[src/rtl/order_pkg.sv]
`default_nettype none
// +----------------------------------------------------------------------------+
// | order_pkg                                                                  |
// | Shared widths, side codes, FSM states and book-level opcodes.              |
// | Revision: 1.0                                                              |
// +----------------------------------------------------------------------------+
package order_pkg;

  localparam int PRICE_W = 8;
  localparam int QTY_W   = 8;

  localparam logic [QTY_W-1:0] QTY_MAX = 8'd255;

  localparam logic SIDE_BUY  = 1'b1;
  localparam logic SIDE_SELL = 1'b0;

  localparam logic [2:0] S_IDLE  = 3'd0;
  localparam logic [2:0] S_EVAL  = 3'd1;
  localparam logic [2:0] S_TRADE = 3'd2;
  localparam logic [2:0] S_REST  = 3'd3;
  localparam logic [2:0] S_HOLD  = 3'd4;
  localparam logic [2:0] S_GAP   = 3'd5;

  localparam logic [2:0] OP_NONE    = 3'd0;
  localparam logic [2:0] OP_REPLACE = 3'd1;
  localparam logic [2:0] OP_ADD     = 3'd2;
  localparam logic [2:0] OP_CONSUME = 3'd3;
  localparam logic [2:0] OP_CLEAR   = 3'd4;

  typedef struct packed {
    logic               side;
    logic [PRICE_W-1:0] price;
    logic [QTY_W-1:0]   qty;
  } order_t;

  function automatic logic [QTY_W-1:0] qty_min(input logic [QTY_W-1:0] a,
                                               input logic [QTY_W-1:0] b);
    return (a < b) ? a : b;
  endfunction

endpackage
`default_nettype wire

[src/rtl/book_level_reg.sv]
`default_nettype none
// +----------------------------------------------------------------------------+
// | book_level_reg                                                             |
// | One price level (price/qty/valid) with replace, saturating add and consume.|
// | Revision: 1.0                                                              |
// +----------------------------------------------------------------------------+
module book_level_reg
  import order_pkg::*;
(
  input  logic               clk,
  input  logic               reset_n,
  input  logic [2:0]         i_op,
  input  logic [PRICE_W-1:0] i_price,
  input  logic [QTY_W-1:0]   i_qty,
  output logic [PRICE_W-1:0] o_price,
  output logic [QTY_W-1:0]   o_qty,
  output logic               o_valid,
  output logic [PRICE_W-1:0] o_nxt_price,
  output logic               o_nxt_valid
);

  logic [PRICE_W-1:0] r_price;
  logic [PRICE_W-1:0] w_price;
  logic [QTY_W-1:0]   r_qty;
  logic [QTY_W-1:0]   w_qty;
  logic               r_valid;
  logic               w_valid;
  logic [QTY_W:0]     w_sum;

  // An emptied level always reads back as price 0 / qty 0.
  always_comb begin
    w_price = r_price;
    w_qty   = r_qty;
    w_valid = r_valid;
    w_sum   = {1'b0, r_qty} + {1'b0, i_qty};
    case (i_op)
      OP_REPLACE: begin
        w_price = i_price;
        w_qty   = i_qty;
        w_valid = 1'b1;
      end
      OP_ADD: begin
        w_qty = (w_sum > {1'b0, QTY_MAX}) ? QTY_MAX : w_sum[QTY_W-1:0];
      end
      OP_CONSUME: begin
        if (i_qty >= r_qty) begin
          w_price = '0;
          w_qty   = '0;
          w_valid = 1'b0;
        end else begin
          w_qty = r_qty - i_qty;
        end
      end
      OP_CLEAR: begin
        w_price = '0;
        w_qty   = '0;
        w_valid = 1'b0;
      end
      default: ;
    endcase
  end

  always_ff @(posedge clk or negedge reset_n) begin
    if (!reset_n) begin
      r_price <= '0;
      r_qty   <= '0;
      r_valid <= 1'b0;
    end else begin
      r_price <= w_price;
      r_qty   <= w_qty;
      r_valid <= w_valid;
    end
  end

  assign o_price     = r_price;
  assign o_qty       = r_qty;
  assign o_valid     = r_valid;
  assign o_nxt_price = w_price;
  assign o_nxt_valid = w_valid;

endmodule
`default_nettype wire

[src/rtl/order_match_engine.sv]
`default_nettype none
// +----------------------------------------------------------------------------+
// | order_match_engine                                                         |
// | Single-level limit-order matcher: best bid/ask, trade stream, spread.      |
// | Revision: 1.0                                                              |
// +----------------------------------------------------------------------------+
module order_match_engine
  import order_pkg::*;
#(
  parameter int MATCH_HOLD = 4,
  parameter int COUNT_MAX  = 100
)(
  input  logic               clk,
  input  logic               reset_n,
  input  logic               order_valid,
  output logic               order_ready,
  input  logic               order_side,
  input  logic [PRICE_W-1:0] order_price,
  input  logic [QTY_W-1:0]   order_qty,
  input  logic               clear_book,
  output logic [PRICE_W-1:0] trade_price,
  output logic [QTY_W-1:0]   trade_qty,
  output logic               match_signal,
  output logic [PRICE_W-1:0] spread,
  output logic [7:0]         trade_count,
  output logic [PRICE_W-1:0] best_bid,
  output logic [PRICE_W-1:0] best_ask,
  output logic               bid_valid,
  output logic               ask_valid,
  output logic               order_rejected
);

  localparam int              c_hold_w     = $clog2(MATCH_HOLD + 1);
  localparam logic [c_hold_w-1:0] c_match_hold = c_hold_w'(MATCH_HOLD);
  localparam logic [7:0]      c_count_max  = 8'(COUNT_MAX);

  logic [2:0]          r_state;
  logic [2:0]          w_state_nxt;
  logic                r_ready;
  order_t              r_order;
  logic [PRICE_W-1:0]  r_trade_price;
  logic [QTY_W-1:0]    r_trade_qty;
  logic                r_match;
  logic [c_hold_w-1:0] r_hold;
  logic [PRICE_W-1:0]  r_spread;
  logic [7:0]          r_count;
  logic                r_rejected;

  logic [PRICE_W-1:0]  w_bid_price, w_ask_price, w_bid_nxt_price, w_ask_nxt_price;
  logic [QTY_W-1:0]    w_bid_qty, w_ask_qty;
  logic                w_bid_valid, w_ask_valid, w_bid_nxt_valid, w_ask_nxt_valid;
  logic [2:0]          w_bid_op, w_ask_op, w_own_op, w_opp_op;

  logic                w_accept;
  logic                w_is_buy;
  logic                w_opp_valid, w_own_valid;
  logic [PRICE_W-1:0]  w_opp_price, w_own_price;
  logic [QTY_W-1:0]    w_opp_qty;
  logic                w_cross;
  logic [QTY_W-1:0]    w_fill;
  logic [QTY_W-1:0]    w_rem;
  logic                w_better, w_equal, w_zero, w_reject;
  logic [PRICE_W-1:0]  w_spread_nxt;

  assign w_accept = (r_state == S_IDLE) && r_ready && order_valid;

  // Order evaluation against the captured order; only acted on in S_EVAL.
  always_comb begin
    w_is_buy    = (r_order.side == SIDE_BUY);
    w_opp_valid = w_is_buy ? w_ask_valid : w_bid_valid;
    w_opp_price = w_is_buy ? w_ask_price : w_bid_price;
    w_opp_qty   = w_is_buy ? w_ask_qty   : w_bid_qty;
    w_own_valid = w_is_buy ? w_bid_valid : w_ask_valid;
    w_own_price = w_is_buy ? w_bid_price : w_ask_price;
    w_zero      = (r_order.qty == '0);
    w_cross     = w_opp_valid && (w_is_buy ? (r_order.price >= w_opp_price)
                                           : (r_order.price <= w_opp_price));
    w_fill      = w_cross ? qty_min(r_order.qty, w_opp_qty) : '0;
    w_rem       = r_order.qty - w_fill;
    w_better    = !w_own_valid || (w_is_buy ? (r_order.price > w_own_price)
                                            : (r_order.price < w_own_price));
    w_equal     = w_own_valid && (r_order.price == w_own_price);
    w_reject    = w_zero || ((w_rem != '0) && !w_better && !w_equal);
  end

  always_comb begin
    w_own_op = OP_NONE;
    w_opp_op = OP_NONE;
    if (r_state == S_EVAL && !w_zero) begin
      if (w_cross)
        w_opp_op = OP_CONSUME;
      if (w_rem != '0)
        w_own_op = w_better ? OP_REPLACE : (w_equal ? OP_ADD : OP_NONE);
    end
    w_bid_op = w_is_buy ? w_own_op : w_opp_op;
    w_ask_op = w_is_buy ? w_opp_op : w_own_op;
    if (clear_book) begin
      w_bid_op = OP_CLEAR;
      w_ask_op = OP_CLEAR;
    end
  end

  book_level_reg u_bid (
    .clk         (clk),
    .reset_n     (reset_n),
    .i_op        (w_bid_op),
    .i_price     (r_order.price),
    .i_qty       ((w_bid_op == OP_CONSUME) ? w_fill : w_rem),
    .o_price     (w_bid_price),
    .o_qty       (w_bid_qty),
    .o_valid     (w_bid_valid),
    .o_nxt_price (w_bid_nxt_price),
    .o_nxt_valid (w_bid_nxt_valid)
  );

  book_level_reg u_ask (
    .clk         (clk),
    .reset_n     (reset_n),
    .i_op        (w_ask_op),
    .i_price     (r_order.price),
    .i_qty       ((w_ask_op == OP_CONSUME) ? w_fill : w_rem),
    .o_price     (w_ask_price),
    .o_qty       (w_ask_qty),
    .o_valid     (w_ask_valid),
    .o_nxt_price (w_ask_nxt_price),
    .o_nxt_valid (w_ask_nxt_valid)
  );

  // Spread is registered from the next book so it lands with the book update.
  assign w_spread_nxt = (w_bid_nxt_valid && w_ask_nxt_valid) ?
                        (w_ask_nxt_price - w_bid_nxt_price) : '0;

  always_comb begin
    w_state_nxt = r_state;
    case (r_state)
      S_IDLE:  if (w_accept) w_state_nxt = S_EVAL;
      S_EVAL:  begin
        if (w_zero)       w_state_nxt = S_IDLE;
        else if (w_cross) w_state_nxt = S_TRADE;
        else              w_state_nxt = S_REST;
      end
      S_TRADE, S_HOLD: w_state_nxt = (r_hold >= c_match_hold) ? S_GAP : S_HOLD;
      S_REST:  w_state_nxt = S_IDLE;
      S_GAP:   w_state_nxt = S_IDLE;
      default: w_state_nxt = S_IDLE;
    endcase
  end

  always_ff @(posedge clk or negedge reset_n) begin
    if (!reset_n) begin
      r_state       <= S_IDLE;
      r_ready       <= 1'b0;
      r_order       <= '0;
      r_trade_price <= '0;
      r_trade_qty   <= '0;
      r_match       <= 1'b0;
      r_hold        <= '0;
      r_spread      <= '0;
      r_count       <= '0;
      r_rejected    <= 1'b0;
    end else if (clear_book) begin
      r_state       <= S_IDLE;
      r_ready       <= 1'b0;
      r_order       <= '0;
      r_trade_price <= '0;
      r_trade_qty   <= '0;
      r_match       <= 1'b0;
      r_hold        <= '0;
      r_spread      <= '0;
      r_count       <= '0;
      r_rejected    <= 1'b0;
    end else begin
      r_state    <= w_state_nxt;
      r_ready    <= (w_state_nxt == S_IDLE);
      r_rejected <= (r_state == S_EVAL) && w_reject;
      r_spread   <= w_spread_nxt;
      if (w_accept)
        r_order <= '{side: order_side, price: order_price, qty: order_qty};
      case (r_state)
        S_EVAL: begin
          if (!w_zero && w_cross) begin
            r_trade_price <= w_opp_price;
            r_trade_qty   <= w_fill;
            r_match       <= 1'b1;
            r_hold        <= c_hold_w'(1);
            r_count       <= (r_count >= c_count_max) ? r_count : r_count + 8'd1;
          end
        end
        S_TRADE, S_HOLD: begin
          if (r_hold >= c_match_hold) r_match <= 1'b0;
          else                        r_hold  <= r_hold + c_hold_w'(1);
        end
        default: ;
      endcase
    end
  end

  assign order_ready    = r_ready;
  assign trade_price    = r_trade_price;
  assign trade_qty      = r_trade_qty;
  assign match_signal   = r_match;
  assign spread         = r_spread;
  assign trade_count    = r_count;
  assign best_bid       = w_bid_price;
  assign best_ask       = w_ask_price;
  assign bid_valid      = w_bid_valid;
  assign ask_valid      = w_ask_valid;
  assign order_rejected = r_rejected;

endmodule
`default_nettype wire
[config.mk]
export PLATFORM = sky130hd
export DESIGN_NAME = order_match_engine
export DESIGN_NICKNAME = d
export VERILOG_FILES = /design/src/rtl/order_pkg.sv /design/src/rtl/book_level_reg.sv /design/src/rtl/order_match_engine.sv
export SDC_FILE = /design/constraint.sdc
export NUM_CORES = 1
export LEC_CHECK = 0
export CAP_MARGIN = 40
export CORE_MARGIN = 1
export CORE_UTILIZATION = 45
export DETAILED_ROUTE_END_ITERATION = 12
export GPL_TIMING_DRIVEN = 0
export PLACE_DENSITY = 0.74
export SYNTH_ARGS = -nofsm -noshare
export SYNTH_HDL_FRONTEND = slang
export SYNTH_SLANG_ARGS = --single-unit
[constraint.sdc]
create_clock -name clk -period 13.4 [get_ports clk]
set_clock_uncertainty 0.05 [all_clocks]
set_input_delay 2.01 -clock clk [delete_from_list [all_inputs] [get_ports clk]]
set_output_delay 2.01 -clock clk [all_outputs]
set_load 0.01 [all_outputs]
# Yosys cells after proc, flatten, opt, wreduce, memory -nomap -nowiden
# Cells that the tools add are included.
[classes]
shifts = 0
n_mux = 65
order_cmp = 11
mul = 0
add_sub_neg = 8
div_mod_pow = 0
eq_ne = 16
n_reduce_logical = 31
bitwise = 0
[op_table]
columns = ["operator", "count"]
rows = [
  ["2-to-1 mux 8 bit", 25],
  ["case mux 8 bit (4 select lines)", 2],
  ["case mux 8 bit (3 select lines)", 2],
  ["2-to-1 mux 17 bit", 2],
  ["subtractor 8 bit", 4],
  ["2-to-1 mux 3 bit", 9],
  [">= comparator 8 bit", 3],
  ["adder 8 x 8 -> 9 bit", 2],
  ["> comparator 9 x 8 -> 1 bit, second input constant", 2],
  ["less-than comparator 8 bit", 2],
  ["== test 3 x 2 -> 1 bit, second input constant", 5],
  ["2-to-1 mux 2 bit", 7],
  ["2-to-1 mux 1 bit", 13],
  ["logical AND 1 bit", 10],
  ["== test 3 x 1 -> 1 bit, second input constant", 3],
  ["== test 3 bit, second input constant", 3],
  ["case mux 3 bit (3 select lines)", 1],
  ["AND reduction 3 bit", 3],
  ["adder 8 x 1 -> 8 bit, second input constant", 1],
  ["== test 8 bit", 1],
  [">= comparator 8 x 7 -> 1 bit, second input constant", 1],
  ["> comparator 8 bit", 1],
  ["less-or-equal comparator 8 bit", 1],
  ["zero test 8 bit", 1],
  ["other kinds (17)", 27],
]
[totals]
input_bits = 21
ramBits = 0
n_memories = 0
word_cells = 149
regBits = 92
latchBits = 0
romBits = 0

# Logic depth before layout (Yosys ltp)
# Gate-level depths: netlist (run 1).
[logic_depth]
depth_word = 19
depth_mapped = 44
ltp_nobuf = 38

# Hierarchy
# Synthesis (run 1) repeated with hierarchy kept, for this count alone.
[hier_totals]
cells_unflattened = 872
hier_area_um2 = 7708.6
[by_module_without_submodules]
columns = ["module", "seq_area_each_um2", "instances", "area_each_um2", "cells_per_inst"]
rows = [
  ["order_match_engine", 1451.4, 1, 4337.9, 494],
  ["book_level_reg", 425.4, 2, 1685.4, 189],
]

# Worst setup path after synthesis (run 1)
# OpenSTA, ideal clock, no wires.
[synth_timing]
path_type = "register to register"
from = "register r_order (netlist bit w_is_buy)"
to = "register r_spread[7] (netlist: spread[7])"
path_stages_with_launch = 44
arrival_ns = 8.269
t_required_ns = 13.229
path_slack_ns = 4.961
path_cell_list = "dfrtp_1 > buf_6 > buf_2 > buf_1 > clkbuf_1 > buf_2 > mux2i_1 > ha_1 > a21oi_1 > o21ai_1 > a22o_1 > a211o_1 > nand2_1 > clkbuf_1 > nor2_1 > inv_1 > ha_1 > a21o_1 > (+8 left out) > a221o_1 > nand4_1 > a41o_1 > nand2_1 > and2_1 > buf_4 > a22o_1 > ha_1 > nor2b_1 > o21ai_0 > nand2b_1 > a21o_1 > a21o_1 > a21o_1 > a21oi_1 > xnor2_1 > xnor2_1 > nor2_1"
[synth_between]
elab_chain_len = 19
elab_cells_between_ends = 53
classes_between = "add/sub (2); order compare (7); eq/ne (7); mux (31); reduce/logical (6)"
[synth_lines]
columns = ["item", "line_no", "rtl"]
rows = [
  ["from (decl)", "order_match_engine.sv:40", "order_t r_order;"],
  ["from (signal assigned)", "order_match_engine.sv:178", "r_order <= '{side: order_side, price: order_price, qty: order_qty};"],
  ["2-to-1 mux 8 bit", "order_match_engine.sv:71", "w_opp_price = w_is_buy ? w_ask_price : w_bid_price;"],
  ["less-or-equal comparator 8 bit or >= comparator 8 bit (tied branches)", "order_match_engine.sv:77, order_match_engine.sv:76", ""],
  ["2-to-1 mux 1 bit", "order_match_engine.sv:76", "w_cross = w_opp_valid && (w_is_buy ? (r_order.price >= w_opp_price)"],
  ["logical AND 1 bit", "order_match_engine.sv:76", ""],
  ["2-to-1 mux 8 bit", "order_match_engine.sv:78", "w_fill = w_cross ? qty_min(r_order.qty, w_opp_qty) : '0;"],
  ["subtractor 8 bit", "order_match_engine.sv:79", "w_rem = r_order.qty - w_fill;"],
  ["nonzero test 8 bit", "order_match_engine.sv:92", "if (w_rem != '0)"],
  ["2-to-1 mux 2 bit", "order_match_engine.sv:92", ""],
  ["(+4 left out)", "--", ""],
  ["2-to-1 mux 8 bit", "order_match_engine.sv:121", ".i_qty ((w_ask_op == OP_CONSUME) ? w_fill : w_rem),"],
  [">= comparator 8 bit", "book_level_reg.sv:46", "if (i_qty >= r_qty) begin"],
  ["2-to-1 mux 8 bit", "book_level_reg.sv:46", ""],
  ["case mux 8 bit (3 select lines) *", "book_level_reg.sv:36", "case (i_op)"],
  ["net u_ask.o_nxt_price[1]", "book_level_reg.sv:18", "output logic [PRICE_W-1:0] o_nxt_price,"],
  ["subtractor 8 bit *", "order_match_engine.sv:131", "(w_ask_nxt_price - w_bid_nxt_price) : '0;"],
  ["2-to-1 mux 8 bit *", "order_match_engine.sv:130", "assign w_spread_nxt = (w_bid_nxt_valid && w_ask_nxt_valid) ?"],
  ["2-to-1 mux 8 bit *", "order_match_engine.sv:161", "end else if (clear_book) begin"],
  ["to (signal assigned)", "order_match_engine.sv:176", "r_spread <= w_spread_nxt;"],
  ["to (decl)", "order_match_engine.sv:45", "logic [PRICE_W-1:0] r_spread;"],
]
# Mark *: on every way through the listed nets, which the timed path passes. The rest lies on a longest branch.
# A chain may end at the register's enable or synchronous reset.

# Worst setup path after layout (run 1)
# Ends and elaborated chain as after synthesis.

==> results.ini, run 1 <==
[grt]
antenna_found_initial=0
grtUsageMet2_pct=39.7
use_met1_pct=34.3
grt_use_total_pct=24.8
gr-usage-met3_pct=4.17
grt_pass1_wl_um=31800
busiest_layer=met2
grt_max_degree=65
grt_pass1_vias=6192
grt_overflow_total=0

[placement]
dp.cells=1107
portBuffers=72
dp_worst_setup_slack_ns=2.97
hpwl_um=15100
gp_congestion=0.901

[yosys]
yosys_warnings=0
async_flop_share_pct=100
synth_cell_type_count=72
synth_ff_type=dfrtp_1
synth_edf_count=0
synth_area_um2=7160
syn_inst=823
postSynthAreaPerCell_um2=8.70
syn_nets=923
yosysSeqAreaShare_pct=32.2
ys_ff_latch=92

[worst_setup_path]
crit_type=reg -> reg
crit_family=compound AO/OA/AOI/OAI gates
cp.required_ns=13.60
critPathSlowestCell=clkbuf_1
crit_buf_inv=9
slowest_delay_ns=0.56
rr_startpoint=w_is_buy
end_kind=flop
crit_path_max_fanout=10
critPathArrivalTime_ns=10.78
crit_start=w_is_buy
cp-start-kind=flop

[finish]
finalNonFillerCells=1123
nets=1007
num-fill-cells=1396
syn2layout_area_growth_pct=18.8
layout-drive-gt1-share_pct=6.36
n_antenna_cell=0

[sta]
tightest_slew_ns=0.761
drv_slew=0
rsz0062_at_grt=no
fmax_mhz=94.5
setup_ws_ns=2.82
slew_headroom_pct=48.9
setup_violations=0
tns_ns=0
finalCriticalPeriod_ns=10.58
hold_violations=0
fin_crit_sh_pct=79.0

[clocking]
cts_sinks=92
cts_hold_buf=0
numCtsBuffers=9
cts_tree=yes
clock_latency_ns=0.36
cts_setup_buffers=0
ctsResizeCount=0
root_buffer=clkbuf_16
clockBufferDepth=2
clk_pin_slew_worst_paths_ns=0.07
ctsHtreeMaxLevel=3

[routing]
routedWlPerCell_um=17.4
dr.pass1.iters=5
viasPerCell=5.79
drt-total-wl_um=19600
drt_iter0_drc=493
ant_nets=0
drcViolationCount=0
vias=6507

[power]
p_leak_uw=0.00370
p_per_area_nw_per_um2=117
ir_drop_uv=68.1

[floorplan]
die-area_um2=16400
ios=74
initial_core_util_pct=46.6
die_y_um=128
die_x_um=128
core_area_um2=15400
rows=45

[min_path]
holdCritStartpoint=r_hold[1]
hp-class=reg -> reg

[job]
cap_violations=0

[run_status]
outcome=complete, no violations

==> registers in the layout (all words and copies together), names as in the netlist <==
name            flops
r_state             3
u_ask.o_valid       1
match_signal        1
u_bid.o_price       8
w_is_buy            1
u_bid.o_valid       1
trade_count         8
spread              8
r_hold              3
trade_price         8
u_ask.o_qty         8
order_rejected      1
order_ready         1
r_order            16
trade_qty           8
u_bid.o_qty         8
u_ask.o_price       8
==> power by group <==
part | leakage (µW) | internal (µW) | switching, µW
clock | 0.000155 | 166 | 124
combinational | 0.00230 | 153 | 228
sequential | 0.00125 | 297 | 26.6
total | 0.00370 | 617 | 378
==> through the flow <==
step / hold WS [ns] / utilization, % / area, µm² / total power, µW
final: 0.477 / 55.3 / 8500 / 995
after global routing: 0.504 / 55.3 / 8500 / 1060
after CTS: 0.483 / 55.3 / 8500 / 994
after detailed placement: 0.472 / 53.1 / 8170 / 702
after global placement: 0.459 / 53.0 / 8140 / 694
after floorplan: 0.449 / - / 7160 / 608
==> placed cells by master, fill, tap and decap left out, drive strengths merged, types with 4 or more instances in the layout <==
master,count
a211oi,17
a21o,24
a21oi,102
a221oi,9
a22o,9
a22oi,9
a31oi,5
and2,5
and3,9
buf,12
clkbuf,28
clkdlybuf4s50,71
dfrtp,92
fa,6
ha,73
inv,63
mux2,7
mux2i,29
nand2,86
nand2b,8
nand3,9
nand4,6
nor2,85
nor2b,8
nor3,19
nor4,7
o211ai,4
o21a,4
o21ai,24
o21bai,20
o22a,4
o32a,8
xnor2,10
xor2,6
==> tightest hold or removal path: stages, from the launching register on <==
cell     delay (ns)
dfrtp_1        0.38
inv_1          0.05
mux2i_1        0.05
==> cell usage after synthesis, drive strengths merged (7+ instances only) <==
cell	n	area, µm²
a21oi	102	533
a22oi	9	67.6
inv	61	229
o21bai	20	150
nor2	85	322
a22o	9	78.8
o32a	8	80.1
dfrtp	92	2300
mux2i	29	290
mux2	7	82.6
o21ai	24	124
xnor2	10	87.6
nor4	7	58.8
nand3	9	50.1
nand2b	8	50.1
nor3	19	128
nor2b	8	50.1
buf	10	66.3
a21o	24	180
ha	73	913
and3	9	56.3
a221oi	9	78.8
nand2	86	325
clkbuf	19	71.3
a211oi	17	143
==> logic make-up (layout without fill, tap and decap cells) <==
group	count (synthesis)	in the layout	share of synthesized area [%]
xor gates and xnor gates	16	16	1.96
muxes	36	36	5.21
buffers and inverters	90	179	5.12
and+or+nand+nor	249	249	16.2
AOI/OAI and AO/OA	261	261	24.9
DFF	92	92	32.2
adders and majority gates	79	79	14.4
==> path summary, 6_finish.rpt <==
kind	end	slack [ns]	depth (start not counted)
min in group asynchronous	spread[5]	1.53	1
setup reg to reg	spread[7]	2.82	43
setup / recovery	spread[7]	2.82	43
max in group asynchronous	trade_qty[1]	11.11	2
hold reg to reg	r_hold[1]	0.48	2
hold / removal	r_hold[1]	0.48	2
==> area by class of cell <==
cell class	count	area (µm²)	area share, %
buffer	29	138	1.62
clock inverter	7	109	1.28
multi-input combinational	641	4490	52.8
clock buffer	9	225	2.65
sequential	92	2300	27.1
inverter	61	229	2.69
timing repair buffer	73	746	8.77
tap	211	264	3.10
==> layer usage <==
layer	wire, µm	vias to the layer above	part of all wire, %
li1	-	3115	-
met1	9060	3149	46
met2	9010	216	46
met3	1150	27	5.9
met4	338	0	1.7
met5	0	-	0
(Power assumes the default switching activity.)
==> inputs of run 2 (changes only) <==
==> constraint.sdc (replaced) <==
create_clock -name clk -period 11 [get_ports clk]
set_clock_uncertainty 0.05 [all_clocks]
set_input_delay 1.65 -clock clk [delete_from_list [all_inputs] [get_ports clk]]
set_output_delay 1.65 -clock clk [all_outputs]
set_load 0.01 [all_outputs]
==> run 2 against run 1 <==
Effect of this change:
- first-iteration DRC count down 17%
- combinational power up 22%
- register-to-register slack worse by 2.0 ns
- wire length down 0.29%
- global-route usage unchanged
- non-clock buffer count unchanged
- worst setup slack worse by 2.0 ns
- critical path depth unchanged
==> results.ini, run 2 (synthesis results as in run 1) <==
[run_status]
outcome=complete, no violations  ; unchanged

[finish]
top_register=r_order  ; unchanged
largest_reg_flops=16  ; unchanged
register_area_um2=2300  ; unchanged
n_antenna_cell=0  ; unchanged
syn2layout_area_growth_pct=18.9  ; was 18.8%
num-fill-cells=1395  ; was 1396
layout-drive-gt1-share_pct=6.58  ; was 6.36%
final_common_cell=a21oi_1  ; unchanged
multi_input_area_um2=4500  ; was 4490 µm²
nets=1007  ; unchanged
final_cell_mix=98 x a21oi_1, 92 x dfrtp_1, 85 x nand2_1  ; unchanged

[grt]
grt_use_total_pct=24.8  ; unchanged
grt_max_degree=65  ; unchanged
grt_overflow_total=0  ; unchanged
antenna_found_initial=0  ; unchanged
grt_pass1_wl_um=31800  ; unchanged
grt_pass1_vias=6192  ; unchanged

[worst_setup_path]
end_kind=flop  ; unchanged
crit_family=compound AO/OA/AOI/OAI gates  ; unchanged
reg2regPathDepth=43  ; unchanged
critPathArrivalTime_ns=10.36  ; was 10.78 ns
slowest_delay_ns=0.47  ; was 0.56 ns
path_depth=43  ; unchanged
cp.required_ns=11.20  ; was 13.60 ns
critPathSlowestCell=buf_1  ; was clkbuf_1
crit_buf_inv=9  ; unchanged
reg2reg_slack_ns=0.83  ; was 2.82 ns
crit_type=reg -> reg  ; unchanged
crit_path_max_fanout=10  ; unchanged
cp-start-kind=flop  ; unchanged

[routing]
routedWlPerCell_um=17.4  ; about the same
drt-total-wl_um=19500  ; was 19600 µm
ant_nets=0  ; unchanged
wl_met2_um=8960  ; was 9010 µm
drcViolationCount=0  ; unchanged
top_layer_used=met4  ; unchanged
vias=6455  ; was 6507
drt_iter0_drc=409  ; was 493
drt-met1-wl_um=9000  ; was 9060 µm
dr.pass1.iters=5  ; unchanged
met3_length_um=1230  ; was 1150 µm
viasPerCell=5.75  ; was 5.79

[clocking]
cts_hold_buf=0  ; unchanged
cts_sinks=92  ; unchanged
ctsResizeCount=0  ; unchanged
cts_setup_buffers=0  ; unchanged
clk_pin_slew_worst_paths_ns=0.07  ; about the same
cts_tree=yes  ; unchanged
clock_latency_ns=0.36  ; about the same
root_buffer=clkbuf_16  ; unchanged
ctsHtreeMaxLevel=3  ; unchanged
numCtsBuffers=9  ; unchanged
clockBufferDepth=2  ; unchanged

[floorplan]
die_y_um=128  ; unchanged
initial_core_util_pct=46.6  ; unchanged
die_x_um=128  ; unchanged
ios=74  ; unchanged
core_area_um2=15400  ; unchanged
die-area_um2=16400  ; unchanged
rows=45  ; unchanged

[power]
power_frac_comb_pct=38.4  ; was 38.3%
p_leak_uw=0.00371  ; was 0.00370 µW
ir_drop_uv=83.9  ; was 68.1 µV
p_clk_share_pct=29.1  ; about the same
switching_share_pct=37.9  ; was 38.0%
p_per_area_nw_per_um2=142  ; was 117 nW/µm²
seq_power_share_pct=32.5  ; was 32.6%
finalPower_uw=1210  ; was 995 µW
netSwitchingPower_uw=460  ; was 378 µW
p_int_uw=752  ; was 617 µW

[job]
cap_violations=0  ; unchanged

[sta]
slew_headroom_pct=48.9  ; about the same
hold_violations=0  ; unchanged
setup_ws_ns=0.835  ; was 2.82 ns
tns_ns=0  ; unchanged
drv_slew=0  ; unchanged
fmax_mhz=98.4  ; was 94.5 MHz
tightest_slew_ns=0.761  ; about the same
finalCriticalPeriod_ns=10.17  ; was 10.58 ns
fin_crit_sh_pct=92.4  ; was 79.0%
setup_violations=0  ; unchanged
rsz0062_at_grt=no  ; unchanged

[placement]
hpwl_um=15100  ; unchanged
dp_worst_setup_slack_ns=0.567  ; was 2.97 ns
portBuffers=72  ; unchanged
gp_congestion=0.901  ; unchanged

[min_path]
whs_path_depth=2  ; unchanged
hp-class=reg -> reg  ; unchanged

run 2: changes by cell type in the layout (fill, tap and decap cells not counted):
cell,delta
clkbuf_1,-1
clkbuf_2,+1
nor3b_1,-1
nor3b_2,+1
run 2: per-stage QoR:
stage / hold WS (ns) / instance area (µm²) / std cells / util (%)
floorplan: 0.449 / 7160 / 823 / -
global placement: 0.459 / 8140 / 1106 / 53.0
detailed placement: 0.472 / 8170 / 1107 / 53.1
CTS: 0.483 / 8500 / 1123 / 55.3
global route: 0.504 / 8510 / 1123 / 55.4
finish: 0.477 / 8510 / 1123 / 55.4
run 2: final cells by class:
cell class / count / area share (%)
clock inverter: 7 / 1.28
tap: 211 / 3.10
timing repair buffer: 73 / 8.76
buffer: 29 / 1.63
sequential: 92 / 27.1
inverter: 61 / 2.69
clock buffer: 9 / 2.65
multi-input combinational: 641 / 52.8
run 2: power by group through the flow:
stage | registers, µW | clock network (µW) | logic, µW
after CTS | 393 | 358 | 459
final | 394 | 352 | 466
after global placement | 399 | 0 | 447
after global routing | 399 | 372 | 521
after detailed placement | 400 | 0 | 456
after floorplan | 390 | 0 | 351
run 2: per-layer routing:
metal | track usage, % | vias up
li1 | - | 3111
met1 | 34.3 | 3112
met2 | 39.7 | 209
met3 | 4.17 | 23
met4 | 7.96 | 0
met5 | 0 | -
run 2: path summary, 6_finish.rpt:
check	start	to
min in group asynchronous	reset_n	spread[5]
max in group asynchronous	reset_n	trade_qty[3]
min	r_hold[1]	r_hold[1]
max reg2reg	w_is_buy	spread[7]
max	w_is_buy	spread[7]
min reg2reg	r_hold[1]	r_hold[1]
run 2: tightest hold or removal path, delay by kind of cell, from the launching register on:
kind | cells | cell delay [ns]
buffers and inverters | 1 | 0.05
DFF | 1 | 0.38
muxes | 1 | 0.05
==> inputs of run 3 (changes only) <==
--- a/config.mk
+++ b/config.mk
@@ -7,10 +7,10 @@
 export LEC_CHECK = 0
 export CAP_MARGIN = 40
 export CORE_MARGIN = 1
-export CORE_UTILIZATION = 45
+export CORE_UTILIZATION = 55
 export DETAILED_ROUTE_END_ITERATION = 12
 export GPL_TIMING_DRIVEN = 0
-export PLACE_DENSITY = 0.74
+export PLACE_DENSITY = 0.86
 export SYNTH_ARGS = -nofsm -noshare
 export SYNTH_HDL_FRONTEND = slang
 export SYNTH_SLANG_ARGS = --single-unit
==> run 3 against run 2 <==
Effect of this change:
- sequential power about the same
- global-route usage up 6.0 points
- sequential cell count unchanged
- register-to-register slack worse by 0.11 ns
- critical path type unchanged
==> results.ini, run 3 (synthesis results as in run 1) <==
[routing]
dr.pass1.iters=7  ; was 5
drt-total-wl_um=19900  ; was 19500 µm
drt_iter0_drc=484  ; was 409
vias=6730  ; was 6455
viasPerCell=6.21  ; was 5.75
drcViolationCount=0  ; unchanged
routedWlPerCell_um=18.3  ; was 17.4 µm
ant_nets=0  ; unchanged

[placement]
gp_congestion=0.946  ; was 0.901
dp.cells=1068  ; was 1107
hpwl_um=15000  ; was 15100 µm
portBuffers=72  ; unchanged
dp_worst_setup_slack_ns=0.468  ; was 0.567 ns

[clocking]
clockBufferDepth=2  ; unchanged
clock_latency_ns=0.36  ; about the same
ctsHtreeMaxLevel=3  ; unchanged
cts_hold_buf=0  ; unchanged
cts_sinks=92  ; unchanged
root_buffer=clkbuf_16  ; unchanged
cts_tree=yes  ; unchanged
clk_pin_slew_worst_paths_ns=0.07  ; about the same
numCtsBuffers=9  ; unchanged

[sta]
tns_ns=0  ; unchanged
setup_violations=0  ; unchanged
fmax_mhz=97.3  ; was 98.4 MHz
finalCriticalPeriod_ns=10.27  ; was 10.17 ns
setup_ws_ns=0.725  ; was 0.835 ns
fin_crit_sh_pct=93.4  ; was 92.4%
tightest_slew_ns=0.767  ; was 0.761 ns
drv_slew=0  ; unchanged
rsz0062_at_grt=no  ; unchanged
holdWs_ns=0.483  ; was 0.477 ns
slew_headroom_pct=48.5  ; was 48.9%
hold_violations=0  ; unchanged

[floorplan]
ios=74  ; unchanged
die_y_um=116  ; was 128 µm
die_x_um=116  ; was 128 µm
initial_core_util_pct=56.5  ; was 46.6%
rows=41  ; was 45
core_area_um2=12700  ; was 15400 µm²
die-area_um2=13500  ; was 16400 µm²

[power]
p_leak_uw=0.00368  ; was 0.00371 µW
p_per_area_nw_per_um2=140  ; was 142 nW/µm²
ir_drop_uv=126  ; was 83.9 µV
finalPower_uw=1170  ; was 1210 µW

[job]
cap_violations=0  ; unchanged

[worst_setup_path]
slowest_delay_ns=0.54  ; was 0.47 ns
end_kind=flop  ; unchanged
crit_path_max_fanout=19  ; was 10
critPathArrivalTime_ns=10.47  ; was 10.36 ns
cp.required_ns=11.20  ; about the same
cp-start-kind=flop  ; unchanged
critPathSlowestCell=nor3b_1  ; was buf_1
crit_type=reg -> reg  ; unchanged

[finish]
layout-drive-gt1-share_pct=6.48  ; was 6.58%
top_register=r_order  ; unchanged
n_antenna_cell=0  ; unchanged
finalNonFillerCells=1083  ; was 1123
final_common_cell=a21oi_1  ; unchanged
nets=1006  ; was 1007
largest_reg_flops=16  ; unchanged
final_cell_mix=98 x a21oi_1, 92 x dfrtp_1, 85 x nand2_1  ; unchanged
syn2layout_area_growth_pct=17.4  ; was 18.9%

[grt]
grt_use_total_pct=30.9  ; was 24.8%
grt_max_degree=64  ; was 65
antenna_found_initial=0  ; unchanged
grt_overflow_total=0  ; unchanged
grt_pass1_vias=6545  ; was 6192
grt_pass1_wl_um=32100  ; was 31800 µm

[run_status]
outcome=complete, no violations  ; unchanged

[min_path]
hp-class=reg -> reg  ; unchanged

==> run 3: cell count changes in the layout (fill, tap and decap cells not counted) <==
cell | previous run | this run
bufinv_16 | 2 | 0
buf_1 | 1 | 0
clkinv_2 | 0 | 1
clkinvlp_4 | 2 | 3
nor3b_1 | 0 | 1
nor3b_2 | 1 | 0
==> run 3: area by class of cell <==
class                   instances  area [µm²]
plain buffers                  28         135
clock buffers                   9         225
clock inverters                 7        61.3
fillers                      1045        4270
inverters                      61         229
multi-input cells             641        4490
flip-flops and latches         92        2300
well taps                     172         215
repair buffers                 73         746
==> run 3: critical path: cells and delay by family (launching register included) <==
family	cells	cell delay (ns)
simple gates	11	1.83
mux	1	0.37
xor+xnor	2	0.32
buf+inv	7	2.07
flops	1	0.34
compound gates	17	3.91
fa+ha+maj	4	1.22
==> run 3: path summary, 6_finish.rpt <==
path | startpoint | cells past startpoint | end | slack (ns)
max | w_is_buy | 42 | spread[7] | 0.73
min | trade_qty[3] | 2 | trade_qty[3] | 0.48
max reg2reg | w_is_buy | 42 | spread[7] | 0.73
min reg2reg | trade_qty[3] | 2 | trade_qty[3] | 0.48
max in group asynchronous | reset_n | 2 | trade_qty[5] | 9.08
min in group asynchronous | reset_n | 1 | spread[0] | 1.18
==> run 3: timing repair <==
action                                  CTS  global route
buffers inserted                          0             0
endpoints found under the hold margin     0             0
gates resized for setup                   0             2
endpoints found under the setup margin    0             1
==> run 3: power breakdown <==
group / internal, µW / switching [µW]
sequential: 362 / 33.6
combinational: 187 / 283
clock: 156 / 151
==> run 3: through the flow <==
stage                     util (%)  cell area [µm²]
after CTS                     66.3             8410
after floorplan                  -             7160
after global placement        63.9             8100
after global routing          66.3             8400
final                         66.3             8400
after detailed placement      64.1             8120
==> run 3: layer usage <==
| metal | vias up | share of wire, % | global-route usage (%) |
|---|---|---|---|
| met3 | 51 | 7.3 | 4.72 |
| met4 | 0 | 2.9 | 12.8 |
| met2 | 318 | 47 | 50.7 |
| met1 | 3239 | 43 | 40.9 |
| li1 | 3122 | - | - |
| met5 | - | 0 | 0 |
